`src/rtl/ift_sram_pkg.sv`:
```
`default_nettype none
// ============================================================================
// Module   : ift_sram_pkg
// Brief    : Shared types and helpers for the taint-tracking SRAM adapter.
// Revision : 1.0
// ============================================================================
package ift_sram_pkg;

  localparam int unsigned DataWidth  = 32;
  localparam int unsigned WidthBytes = DataWidth / 8;

  typedef struct packed {
    logic [DataWidth-1:0] rdata;
    logic [DataWidth-1:0] rdata_taint;
    logic                 tag_taint;
  } resp_entry_t;

  function automatic logic [DataWidth-1:0] expand_be(input logic [WidthBytes-1:0] be);
    logic [DataWidth-1:0] mask;
    for (int i = 0; i < DataWidth; i++) begin
      mask[i] = be[i/8];
    end
    return mask;
  endfunction

endpackage
`default_nettype wire

```
`src/rtl/ift_sram_resp_buf.sv`:
```
`default_nettype none
// ============================================================================
// Module   : ift_sram_resp_buf
// Brief    : In-order response buffer (depth 1 or 2) with taint-aware full flag.
// Revision : 1.0
// ============================================================================
module ift_sram_resp_buf
  import ift_sram_pkg::*;
#(
  parameter int unsigned Depth = 1
) (
  input  logic        clk_i,
  input  logic        rst_ni,
  input  logic        push_i,
  input  logic        pop_i,
  input  resp_entry_t entry_i,
  input  logic        ready_taint_i,
  output resp_entry_t head_o,
  output logic        valid_o,
  output logic        full_taint_o,
  output logic [1:0]  count_o
);

  logic w_full;

  if (Depth == 1) begin : g_depth1
    resp_entry_t r_entry;
    logic        r_valid;

    always_ff @(posedge clk_i or negedge rst_ni) begin
      if (!rst_ni) begin
        r_entry <= '0;
        r_valid <= 1'b0;
      end else begin
        if (push_i) r_entry <= entry_i;
        r_valid <= push_i | (r_valid & ~pop_i);
      end
    end

    assign head_o  = r_entry;
    assign valid_o = r_valid;
    assign w_full  = r_valid;
    assign count_o = {1'b0, r_valid};
  end else begin : g_depth2
    resp_entry_t r_mem [2];
    logic        r_wptr;
    logic        r_rptr;
    logic [1:0]  r_count;

    always_ff @(posedge clk_i or negedge rst_ni) begin
      if (!rst_ni) begin
        r_mem[0] <= '0;
        r_mem[1] <= '0;
        r_wptr   <= 1'b0;
        r_rptr   <= 1'b0;
        r_count  <= 2'd0;
      end else begin
        if (push_i) begin
          r_mem[r_wptr] <= entry_i;
          r_wptr        <= ~r_wptr;
        end
        if (pop_i) r_rptr <= ~r_rptr;
        case ({push_i, pop_i})
          2'b10:   r_count <= r_count + 2'd1;
          2'b01:   r_count <= r_count - 2'd1;
          default: r_count <= r_count;
        endcase
      end
    end

    assign head_o  = r_mem[r_rptr];
    assign valid_o = (r_count != 2'd0);
    assign w_full  = (r_count == 2'd2);
    assign count_o = r_count;
  end

  // Readiness only depends on the consumer's ready while nothing can be freed otherwise.
  assign full_taint_o = w_full & ready_taint_i;

endmodule
`default_nettype wire

```
`src/rtl/ift_sram_req_adapter.sv`:
```
`default_nettype none
// ============================================================================
// Module   : ift_sram_req_adapter
// Brief    : Taint-tracking valid/ready to single-cycle SRAM request adapter.
//            IFT_SRAM_ADAPTER_OUTSTANDING2_EN selects a 2-deep response path.
// Revision : 1.0
// ============================================================================
module ift_sram_req_adapter
  import ift_sram_pkg::*;
#(
  parameter int unsigned Width     = 32,
  parameter int unsigned Depth     = 1 << 15,
  parameter int unsigned AddrWidth = 32,
  parameter int unsigned NumTaints = 1,
  localparam int unsigned Aw       = $clog2(Depth)
) (
  input  logic                                clk_i,
  input  logic                                rst_ni,
  input  logic                                req_valid_i,
  input  logic [NumTaints-1:0]                req_valid_i_taint,
  output logic                                req_ready_o,
  output logic [NumTaints-1:0]                req_ready_o_taint,
  input  logic                                req_we_i,
  input  logic [NumTaints-1:0]                req_we_i_taint,
  input  logic [AddrWidth-1:0]                req_addr_i,
  input  logic [NumTaints-1:0][AddrWidth-1:0] req_addr_i_taint,
  input  logic [Width-1:0]                    req_wdata_i,
  input  logic [NumTaints-1:0][Width-1:0]     req_wdata_i_taint,
  input  logic [Width/8-1:0]                  req_be_i,
  input  logic [NumTaints-1:0][Width/8-1:0]   req_be_i_taint,
  output logic                                resp_valid_o,
  output logic [NumTaints-1:0]                resp_valid_o_taint,
  input  logic                                resp_ready_i,
  input  logic [NumTaints-1:0]                resp_ready_i_taint,
  output logic [Width-1:0]                    resp_rdata_o,
  output logic [NumTaints-1:0][Width-1:0]     resp_rdata_o_taint,
  output logic                                sram_req_o,
  output logic [NumTaints-1:0]                sram_req_o_taint,
  output logic                                sram_write_o,
  output logic [NumTaints-1:0]                sram_write_o_taint,
  output logic [Aw-1:0]                       sram_addr_o,
  output logic [NumTaints-1:0][Aw-1:0]        sram_addr_o_taint,
  output logic [Width-1:0]                    sram_wdata_o,
  output logic [NumTaints-1:0][Width-1:0]     sram_wdata_o_taint,
  output logic [Width-1:0]                    sram_wmask_o,
  output logic [NumTaints-1:0][Width-1:0]     sram_wmask_o_taint,
  input  logic [Width-1:0]                    sram_rdata_i,
  input  logic [NumTaints-1:0][Width-1:0]     sram_rdata_i_taint
);

  localparam int unsigned B = $clog2(Width / 8);
`ifdef IFT_SRAM_ADAPTER_OUTSTANDING2_EN
  localparam int unsigned Cap = 2;
`else
  localparam int unsigned Cap = 1;
`endif
  localparam logic [1:0] CapL = 2'(Cap);

  if (NumTaints != 1 || Width != DataWidth || (Width % 8) != 0 || AddrWidth < Aw + B)
  begin : g_cfg_check
    $error("ift_sram_req_adapter: unsupported parameter combination");
  end

  logic        r_inflight;
  logic        r_inflight_we;
  logic        r_inflight_tag;
  logic        w_pop;
  logic        w_buf_valid;
  logic        w_full_taint;
  logic [1:0]  w_buf_count;
  logic [1:0]  w_used;
  resp_entry_t w_push_entry;
  resp_entry_t w_head;
  logic        w_unused_addr;

  // Free slots > 0 reduces to: something unclaimed, or the head leaves this cycle.
  assign w_pop       = resp_valid_o & resp_ready_i;
  assign w_used      = w_buf_count + {1'b0, r_inflight};
  assign req_ready_o = (w_used < CapL) | w_pop;

  assign sram_req_o   = req_valid_i & req_ready_o;
  assign sram_write_o = req_we_i;
  assign sram_addr_o  = req_addr_i[Aw+B-1:B];
  assign sram_wdata_o = req_wdata_i;
  assign sram_wmask_o = expand_be(req_be_i);

  for (genvar t = 0; t < NumTaints; t++) begin : g_taint
    assign sram_req_o_taint[t]   = req_valid_i_taint[t] | (req_valid_i & resp_ready_i_taint[t]);
    assign sram_write_o_taint[t] = req_we_i_taint[t];
    assign sram_addr_o_taint[t]  = req_addr_i_taint[t][Aw+B-1:B];
    assign sram_wdata_o_taint[t] = req_wdata_i_taint[t];
    assign sram_wmask_o_taint[t] = expand_be(req_be_i_taint[t]);
  end

  assign w_unused_addr = ^{req_addr_i[AddrWidth-1:Aw+B], req_addr_i[B-1:0],
                           req_addr_i_taint[0][AddrWidth-1:Aw+B], req_addr_i_taint[0][B-1:0]};

  always_ff @(posedge clk_i or negedge rst_ni) begin
    if (!rst_ni) begin
      r_inflight     <= 1'b0;
      r_inflight_we  <= 1'b0;
      r_inflight_tag <= 1'b0;
    end else begin
      r_inflight <= sram_req_o;
      if (sram_req_o) begin
        r_inflight_we  <= req_we_i;
        r_inflight_tag <= sram_req_o_taint[0];
      end
    end
  end

  // Write responses carry neither data nor data taint; only the handshake tag.
  always_comb begin
    w_push_entry           = '0;
    w_push_entry.tag_taint = r_inflight_tag;
    if (!r_inflight_we) begin
      w_push_entry.rdata       = sram_rdata_i;
      w_push_entry.rdata_taint = sram_rdata_i_taint[0] | {Width{r_inflight_tag}};
    end
  end

  ift_sram_resp_buf #(
    .Depth (Cap)
  ) u_resp_buf (
    .clk_i         (clk_i),
    .rst_ni        (rst_ni),
    .push_i        (r_inflight),
    .pop_i         (w_pop),
    .entry_i       (w_push_entry),
    .ready_taint_i (resp_ready_i_taint[0]),
    .head_o        (w_head),
    .valid_o       (w_buf_valid),
    .full_taint_o  (w_full_taint),
    .count_o       (w_buf_count)
  );

  assign resp_valid_o          = w_buf_valid;
  assign resp_valid_o_taint[0] = w_buf_valid & w_head.tag_taint;
  assign resp_rdata_o          = w_head.rdata;
  assign resp_rdata_o_taint[0] = w_head.rdata_taint;
  assign req_ready_o_taint[0]  = w_full_taint;

endmodule
`default_nettype wire
```
`config.mk`:
```
export PLATFORM = sky130hd
export DESIGN_NAME = ift_sram_req_adapter
export DESIGN_NICKNAME = d
export VERILOG_FILES = /design/src/rtl/ift_sram_pkg.sv /design/src/rtl/ift_sram_resp_buf.sv /design/src/rtl/ift_sram_req_adapter.sv
export SDC_FILE = /design/constraint.sdc
export NUM_CORES = 1
export LEC_CHECK = 0
export CORE_AREA = 2 2 171 173
export DETAILED_ROUTE_END_ITERATION = 7
export DIE_AREA = 0 0 173 175
export PLACE_DENSITY = 0.48
export RECOVER_POWER = 25
export SLEW_MARGIN = 40
export SYNTH_ARGS = -nofsm -noshare
export SYNTH_HDL_FRONTEND = slang
export SYNTH_HIERARCHICAL = 1
export SYNTH_SLANG_ARGS = --single-unit
```
`constraint.sdc`:
```
create_clock -name clk_i -period 2 [get_ports clk_i]
set_input_delay 0.3 -clock clk_i [delete_from_list [all_inputs] [get_ports clk_i]]
set_output_delay 0.3 -clock clk_i [all_outputs]
set_load 0.05 [all_outputs]
```
### Word-level counts from Yosys, hierarchy flattened

Cells that the tools add are included.

| storage, ports and cells | value |
|---|---|
| register bits after elaboration | 69 |
| latch bits | 0 |
| RAM bits | 0 |
| bits in read-only memories | 0 |
| input port bits | 208 |
| logic and storage cells | 21 |
| memories | 0 |

| operators by class | value |
|---|---|
| add/sub/neg operators | 1 |
| $mul | 0 |
| divide/modulo/power cells | 0 |
| magnitude comparators | 1 |
| eq/ne operators | 0 |
| shifts and indexed selects | 0 |
| mux-type cells | 1 |
| bitwise logic cells | 11 |
| reductions and logical operators | 0 |

Operators with widths:

| operator | number |
|---|---|
| two-way mux 64 bit | 1 |
| bitwise OR 32 bit | 1 |
| AND 1 bit | 6 |
| bitwise OR 1 bit | 3 |
| adder 1 x 1 -> 2 bit | 1 |
| less-than comparator 2 x 1 -> 1 bit, second input constant | 1 |
| NOT 1 bit | 1 |

### Depth between registers and ports, before layout

Gate-level depths: netlist (run 1).

| depth | value |
|---|---|
| depth in word-level cells | 4 |
| depth in mapped cells | 5 |
| depth with buffers taken out | 4 |

### Hierarchy

Netlist (run 1), hierarchy kept.

By module, submodules not included:

| module | instances | cells an instance | area an instance (um^2) | sequential area each (um^2) |
|---|---|---|---|---|
| ift_sram_resp_buf | 1 | 144 | 2,632.5 | 1,651.6 |
| ift_sram_req_adapter | 1 | 290 | 1,909.3 | 75.1 |

### Least setup slack after synthesis (run 1)

OpenSTA, ideal clock, no wires.

| timing path | value |
|---|---|
| path kind | reg-to-output |
| start | reg u_resp_buf.g_depth1.r_valid, in the netlist u_resp_buf/valid_o |
| end | out sram_req_o |
| data arrival time | 2.951 ns |
| required time | 1.700 ns |
| slack | -1.251 ns |
| stages on the path, launching flop included | 6 |
| path buffers | 1 |
| cell sequence | dfrtp_1 buf_4 ha_1 xor2_1 o21ai_0 and2_1 |

| on the way | value |
|---|---|
| cells in the longest elaborated chain, start to end | 4 |
| elaborated cells between the ends (all ways) | 5 |

Ends and longest elaborated chain:

| item | line | text |
|---|---|---|
| start: declaration | ift_sram_resp_buf.sv:28 | `logic r_valid;` |
| start signal: assignment | ift_sram_resp_buf.sv:36 | `r_valid <= push_i \| (r_valid & ~pop_i);` |
| adder 1 x 1 -> 2 bit | ift_sram_req_adapter.sv:78 | `assign w_used = w_buf_count + {1'b0, r_inflight};` |
| less-than comparator 2 x 1 -> 1 bit | ift_sram_req_adapter.sv:79 | `assign req_ready_o = (w_used < CapL) \| w_pop;` |
| bitwise OR 1 bit * | ift_sram_req_adapter.sv:79 |  |
| via req_ready_o | ift_sram_req_adapter.sv:21 | `output logic req_ready_o,` |
| AND 1 bit * | ift_sram_req_adapter.sv:81 | `assign sram_req_o = req_valid_i & req_ready_o;` |
| end: declaration | ift_sram_req_adapter.sv:37 | `output logic sram_req_o,` |

Mark *: on every way through the listed nets, which the timed path passes. The rest lies on a longest branch.

### Worst setup path after layout (run 1)

| timing path | value |
|---|---|
| start | reg r_inflight |
| end | out sram_req_o |

| on the way | value |
|---|---|
| cells in the longest elaborated chain, start to end | 4 |

Ends and longest elaborated chain:

| item | line | text |
|---|---|---|
| start: declaration | ift_sram_req_adapter.sv:64 | `logic r_inflight;` |
| start signal: assignment | ift_sram_req_adapter.sv:104 | `r_inflight <= sram_req_o;` |
| adder 1 x 1 -> 2 bit | ift_sram_req_adapter.sv:78 |  |
| less-than comparator 2 x 1 -> 1 bit | ift_sram_req_adapter.sv:79 |  |
| bitwise OR 1 bit | ift_sram_req_adapter.sv:79 |  |
| AND 1 bit | ift_sram_req_adapter.sv:81 |  |

Every way passes these cells.

==> results of run 1 <==
## layout make-up
type / count / area, µm² / area share
Clock buffer: 9 / 225.2 / 0.03971
Clock inverter: 7 / 121.4 / 0.02140
Inverter: 2 / 7.507 / 0.001324
Multi-Input combinational cell: 183 / 1520 / 0.2680
Sequential cell: 69 / 1733 / 0.3055
Tap cell: 384 / 480.5 / 0.08471
Timing Repair Buffer: 153 / 1584 / 0.2793
## per-stage QoR
step | area (µm²) | setup TNS (ps)
finish | 5672 | 0
global route | 5672 | -24.48
global placement | 5270 | 0
floorplan | 4592 | -3.515
CTS | 5642 | 0
detailed placement | 5270 | 0
## registers in the layout, summed over array words and instances (netlist names)
name,cells
r_inflight,1
r_inflight_tag,1
r_inflight_we,1
u_resp_buf/head_o,65
u_resp_buf/valid_o,1
## metal layers
layer  share of wire  global-route usage  vias up
met2            0.41              0.1007      142
met1            0.42             0.08279     1209
met4           0.072             0.06815        0
li1                -                   -     1189
met5               0                   0        -
met3           0.098             0.03024       79
## power by group
part           internal [W]  switching, W
clock network       0.00123      0.000718
registers           0.00203      0.000360
logic               0.00251       0.00356
## what timing repair did
item                       CTS  global route
pin swaps                    1             2
setup buffers                2             4
hold endpoints to repair    15             0
hold buffers                 1             0
setup endpoints to repair    1             1
resized for setup            0             0
## worst paths after layout
check | to | cells after the start | slack (ps)
min in group clk_i | u_resp_buf/head_o[0] | 1 | 500
min | u_resp_buf/head_o[12] | 2 | 370
max in group asynchronous | u_resp_buf/head_o[26] | 3 | 1050
max | sram_req_o | 5 | 40
min reg2reg | u_resp_buf/head_o[0] | 1 | 500
max reg2reg | u_resp_buf/head_o[32] | 3 | 520
## cell families (layout without fill, tap and decap cells)
kind of cell             count (synthesis)  count (layout)  synth area share
AO/OA/AOI/OAI                            8               8           0.01377
XOR/XNOR                                 1               1          0.001929
adder cells (fa/ha/maj)                  1               1          0.002754
buffers and inverters                  182             171            0.2950
flip-flops                              69              69            0.3802
multiplexers                            65              65            0.1934
other                                    1               1         0.0008257
AND/OR/NAND/NOR                        107             107            0.1121
## critical path, cell delays in order, from the launching register on
cell and delay [ps]:
dfrtp_4 490, ha_4 180, xor2_4 170, o21ai_4 170
and2_4 180, buf_12 130
## cell usage in the layout, fill, tap and decap left out, types with 3 or more instances in the layout
cell type	Yosys	layout
and2_1	4	3
buf_12	0	8
buf_4	162	11
bufinv_16	0	3
clkbuf_16	0	9
clkdlybuf4s50_1	0	133
dfrtp_1	69	66
mux2_2	26	26
mux2_4	39	39
nor2_1	64	64
nor2b_1	34	34
==> flow_metrics.py, run 1 <==
metrics = {
    "route": {
        "wl_per_cell_um": 13.62,
        "vias": 2619,
        "drtAntennaViolNets": 0,
        "via_per_inst": 3.245,
        "drt-total-wl_mm": 10.99,
        "drc": 0,
        "drt-pass1-iter-count": 4,
        "drtIter0Drc": 73,
    },
    "clock_tree": {
        "insertion_delay_ps": 340,
        "numClockSinks": 69,
        "cts_root_buf": "clkbuf_16",
        "cts_tree": "done",
        "clkSlewWorstSetupHoldPaths_ps": 70,
        "cts_made_buffers": 9,
        "cts.htree.levels": 3,
        "clock_path_buffers": 2,
    },
    "hold_path": {
        "min_path_type": "primary input to asynchronous set/reset pin",
    },
    "logic_synthesis": {
        "async_reset_ff_frac": 1.000,
        "synth_seq_cells": 69,
        "synth-edff-count": 0,
        "yosys.area.top_type": "dfrtp_1",
        "synth_ff_type": "dfrtp_1",
        "yosysMostFrequentCell": "buf_4",
        "synth_area_leaders": "dfrtp_1, buf_4, mux2_4",
        "synth_cell_types": 27,
        "synth_seq_area_share": 0.3802,
        "synth_top_area_share": 0.3802,
        "synth_area_per_cell_um2": 10.47,
        "yosys_warnings": 6,
        "netlist_area_um2": 4542,
        "synth_commonest_cells": "buf_4, dfrtp_1, nor2_1",
        "synthCells": 434,
        "syn_nets": 643,
    },
    "global_route": {
        "grt_first_pass_wirelength_mm": 16.54,
        "grt_max_degree": 68,
        "grt_use_total": 0.07223,
        "grt_overflow": 0,
        "antenna_found_initial": 0,
        "grt_pass1_vias": 2845,
    },
    "power_and_ir_drop": {
        "power.leakage_nw": 2.353,
        "p_per_area_nw_per_um2": 1835,
        "peakVddDrop_uv": 688.0,
        "total_power_w": 0.01041,
    },
    "floorplan": {
        "core-area_um2": 28390,
        "start_util": 0.1600,
        "dieWidth_um": 173,
        "die_h_um": 175,
        "pin_count": 438,
        "fp-row-count": 62,
        "fp.dieArea_um2": 30280,
    },
    "sta": {
        "tightest_slew_ps": 544.9,
        "finalMaxSlewViolations": 0,
        "slew-limit-headroom": 0.6356,
        "rsz0062_at_grt": "true",
        "finalWorstSetupSlack_ps": 39.43,
        "holdWs_ps": 371.5,
        "setup_viol_count_final": 0,
        "finalCriticalPeriod_ps": 1961,
        "fmax_ghz": 0.5101,
        "hold_viol": 0,
        "finClkSkew_ps": 11.08,
        "timing.final.crit_share": 0.9803,
    },
    "place": {
        "gp_congestion": 0.6491,
        "portBuffers": 141,
        "place_ws_ps": 265.3,
        "placed_cells": 784,
        "dp_hpwl_mm": 7.254,
    },
    "critical_path": {
        "worstSetupStartpointType": "register",
        "cp-end-kind": "output port",
        "crit_fanout": 4,
        "worstSetupPathType": "register to output port",
        "worstPathRequired_ps": 1700,
        "crit_start": "r_inflight",
        "r2r-start": "r_inflight",
        "arrival_ps": 1660,
    },
    "final_layout": {
        "fillers": 3164,
        "final_util": 0.1998,
        "antenna_cells": 0,
        "drive_gt1_frac": 0.2553,
        "stdcell_count": 807,
        "area_growth_pct": 24.88,
        "layout.nets": 627,
    },
    "run_status": {
        "status": "finished, final reports clean",
    },
    "flow_run": {
        "max-cap-violations": 0,
    },
}
Power figures use the tool's default switching activity.
==> run 2, diff against run 1 <==
--- a/config.mk
+++ b/config.mk
@@ -8,6 +8,7 @@
 export CORE_AREA = 2 2 171 173
 export DETAILED_ROUTE_END_ITERATION = 7
 export DIE_AREA = 0 0 173 175
+export GPL_TIMING_DRIVEN = 0
 export PLACE_DENSITY = 0.48
 export RECOVER_POWER = 25
 export SLEW_MARGIN = 40
==> run 2 against run 1 <==
Flip-flop and latch count unchanged. Combinational power is 20% higher. Register-to-register slack got worse by 210 ps. Clock skew shrank 5.0 ps. Worst setup slack improved by 32 ps. Non-clock buffer count up 333. Cell area grew 49%. Sequential share of layout area down 10 points. Clock-buffer cell count stayed put. Critical endpoint unchanged.
==> flow_metrics.py, run 2 (synthesis gave the netlist of run 1 again) <==
metrics = {
    "sta": {
        "slew-limit-headroom": 0.3485,
        "finClkSkew_ps": 6.052,
        "finalCriticalPeriod_ps": 1928,
        "rsz0062_at_grt": "true",
        "hold_viol": 0,
        "finalSetupTns_ps": 0,
        "setup_viol_count_final": 0,
        "finalMaxSlewViolations": 0,
        "tightest_slew_ps": 977.2,
        "fmax_ghz": 0.5186,
        "timing.final.crit_share": 0.9642,
    },
    "critical_path": {
        "arrival_ps": 1630,
        "worstPathRequired_ps": 1700,
        "cpMaxStageDelayCell": "dfrtp_2",
        "reg2reg_depth": 4,
        "rr_endpoint": "u_resp_buf/head_o[23]",
        "max_stage_delay_ps": 440,
        "r2r-start": "r_inflight_we",
        "cp-end-kind": "output port",
        "path_cells": "ha_4, xor2_4, o21ai_4, and2_4, buf_8",
        "worstSetupPathType": "register to output port",
        "worstSetupStartpointType": "register",
        "reg2reg_slack_ps": 310,
        "crit_fanout": 4,
    },
    "final_layout": {
        "fillers": 2987,
        "layout_commonest_cell": "clkdlybuf4s50_1",
        "stdcell_count": 1140,
        "ff_latch_area_um2": 1729,
        "layout.nets": 960,
        "area_growth_pct": 85.92,
        "final_util": 0.2974,
        "antenna_cells": 0,
        "mostFrequentLayoutCells": "clkdlybuf4s50_1, buf_4, dfrtp_1",
        "drive_gt1_frac": 0.3532,
        "finish.instance_area_um2": 8444,
        "largest_reg_flops": 65,
        "multi_input_area_um2": 1520,
    },
    "route": {
        "drc": 0,
        "via_per_inst": 3.403,
        "vias": 3879,
        "wl_per_cell_um": 13.26,
        "drtAntennaViolNets": 0,
        "drt-pass1-iter-count": 4,
        "drtIter0Drc": 77,
        "drt-total-wl_mm": 15.12,
    },
    "global_route": {
        "grt_overflow": 0,
        "grt_use_total": 0.09746,
        "grt_pass1_vias": 3892,
        "grt_first_pass_wirelength_mm": 22.81,
        "antenna_found_initial": 0,
        "grt_max_degree": 37,
    },
    "clock_tree": {
        "clkSlewWorstSetupHoldPaths_ps": 70,
        "cts_made_buffers": 9,
        "clock_path_buffers": 2,
        "insertion_delay_ps": 340,
        "cts_tree": "done",
        "numClockSinks": 69,
        "cts_root_buf": "clkbuf_16",
        "cts.htree.levels": 3,
    },
    "place": {
        "portBuffers": 300,
        "dp_hpwl_mm": 11.88,
        "placed_area_um2": 8097,
        "placed_cells": 1119,
        "gp_congestion": 0.6970,
    },
    "floorplan": {
        "die_h_um": 175,
        "fp-row-count": 62,
        "start_util": 0.1600,
        "core-area_um2": 28390,
        "fp.dieArea_um2": 30280,
        "dieWidth_um": 173,
        "pin_count": 438,
    },
    "hold_path": {
        "min_to": "u_resp_buf/head_o[60]",
        "whs_path_depth": 1,
        "min_path_type": "register to register",
        "min-delay-start": "u_resp_buf/head_o[60]",
    },
    "power_and_ir_drop": {
        "total_power_w": 0.01150,
        "p_per_area_nw_per_um2": 1362,
        "peakVddDrop_uv": 644.0,
        "power.leakage_nw": 3.743,
    },
    "run_status": {
        "status": "finished, final reports clean",
    },
    "flow_run": {
        "max-cap-violations": 0,
    },
}
==> run 2: cell count changes in the layout (fill, tap and decap cells not counted), sizes merged <==
| cell | delta |
|---|---|
| clkbuf | +7 |
| inv | +1 |
| buf | +162 |
| clkdlybuf4s50 | +159 |
| bufinv | -1 |
| clkinv | -2 |
| dlygate4sd2 | +5 |
| clkinvlp | +2 |
==> run 2: layer usage <==
layer | GRT usage | part of all wire
met1 | 0.1072 | 0.39
met2 | 0.1677 | 0.49
met3 | 0.04634 | 0.11
met4 | 0.02754 | 0.011
met5 | 0 | 0
==> run 2: where the power goes <==
part | switching, W | internal, W | leakage, nW
sequential | 0.000354 | 0.00203 | 0.884
clock | 0.000716 | 0.00110 | 0.152
combinational | 0.00437 | 0.00294 | 2.71
==> run 2: area by class of cell <==
type / count / area share
repair buffers: 307 / 0.3623
plain buffers: 179 / 0.1569
inverters: 2 / 0.0008890
clock inverters: 7 / 0.01156
multi-input cells: 183 / 0.1800
clock buffers: 9 / 0.02667
well taps: 384 / 0.05690
flip-flops and latches: 69 / 0.2048
==> run 2: through the flow <==
step	hold slack [ps]	worst slack (ps)
floorplan	4.409	-3.515
global placement	489.1	-2546
detailed placement	220.0	-418.0
CTS	396.2	-142.1
global route	521.3	-27.96
finish	507.6	71.55
==> run 2: critical path, delay by kind of cell, from the launching register on <==
kind                     cells  cell delay (ps)
AND/OR/NAND/NOR              1              180
AO/OA/AOI/OAI                1              160
adder cells (fa/ha/maj)      1              180
flip-flops                   1              440
XOR/XNOR                     1              190
buffers and inverters        1              140
==> run 2: worst max-delay path by stage <==
| stage | start | endpoint | slack, ps | depth (start not counted) |
|---|---|---|---|---|
| final | r_inflight | sram_req_o | 70 | 5 |
| after global routing | r_inflight | sram_req_o | -30 | 5 |
| after CTS | u_resp_buf/valid_o | sram_req_o | -140 | 6 |
| after detailed placement | u_resp_buf/valid_o | sram_req_o | -420 | 6 |
| after global placement | rst_ni | u_resp_buf/valid_o | -2550 | 1 |
| after floorplan | u_resp_buf/valid_o | sram_req_o | -4 | 5 |
==> run 2: timing repair <==
item | 4_1_cts | 5_1_grt
resized for setup | 18 | 1
pin swaps | 0 | 3
buffers inserted | 1 | 4
endpoints found under the setup margin | 7 | 2
hold endpoints to repair | 33 | 0
hold buffers | 1 | 0
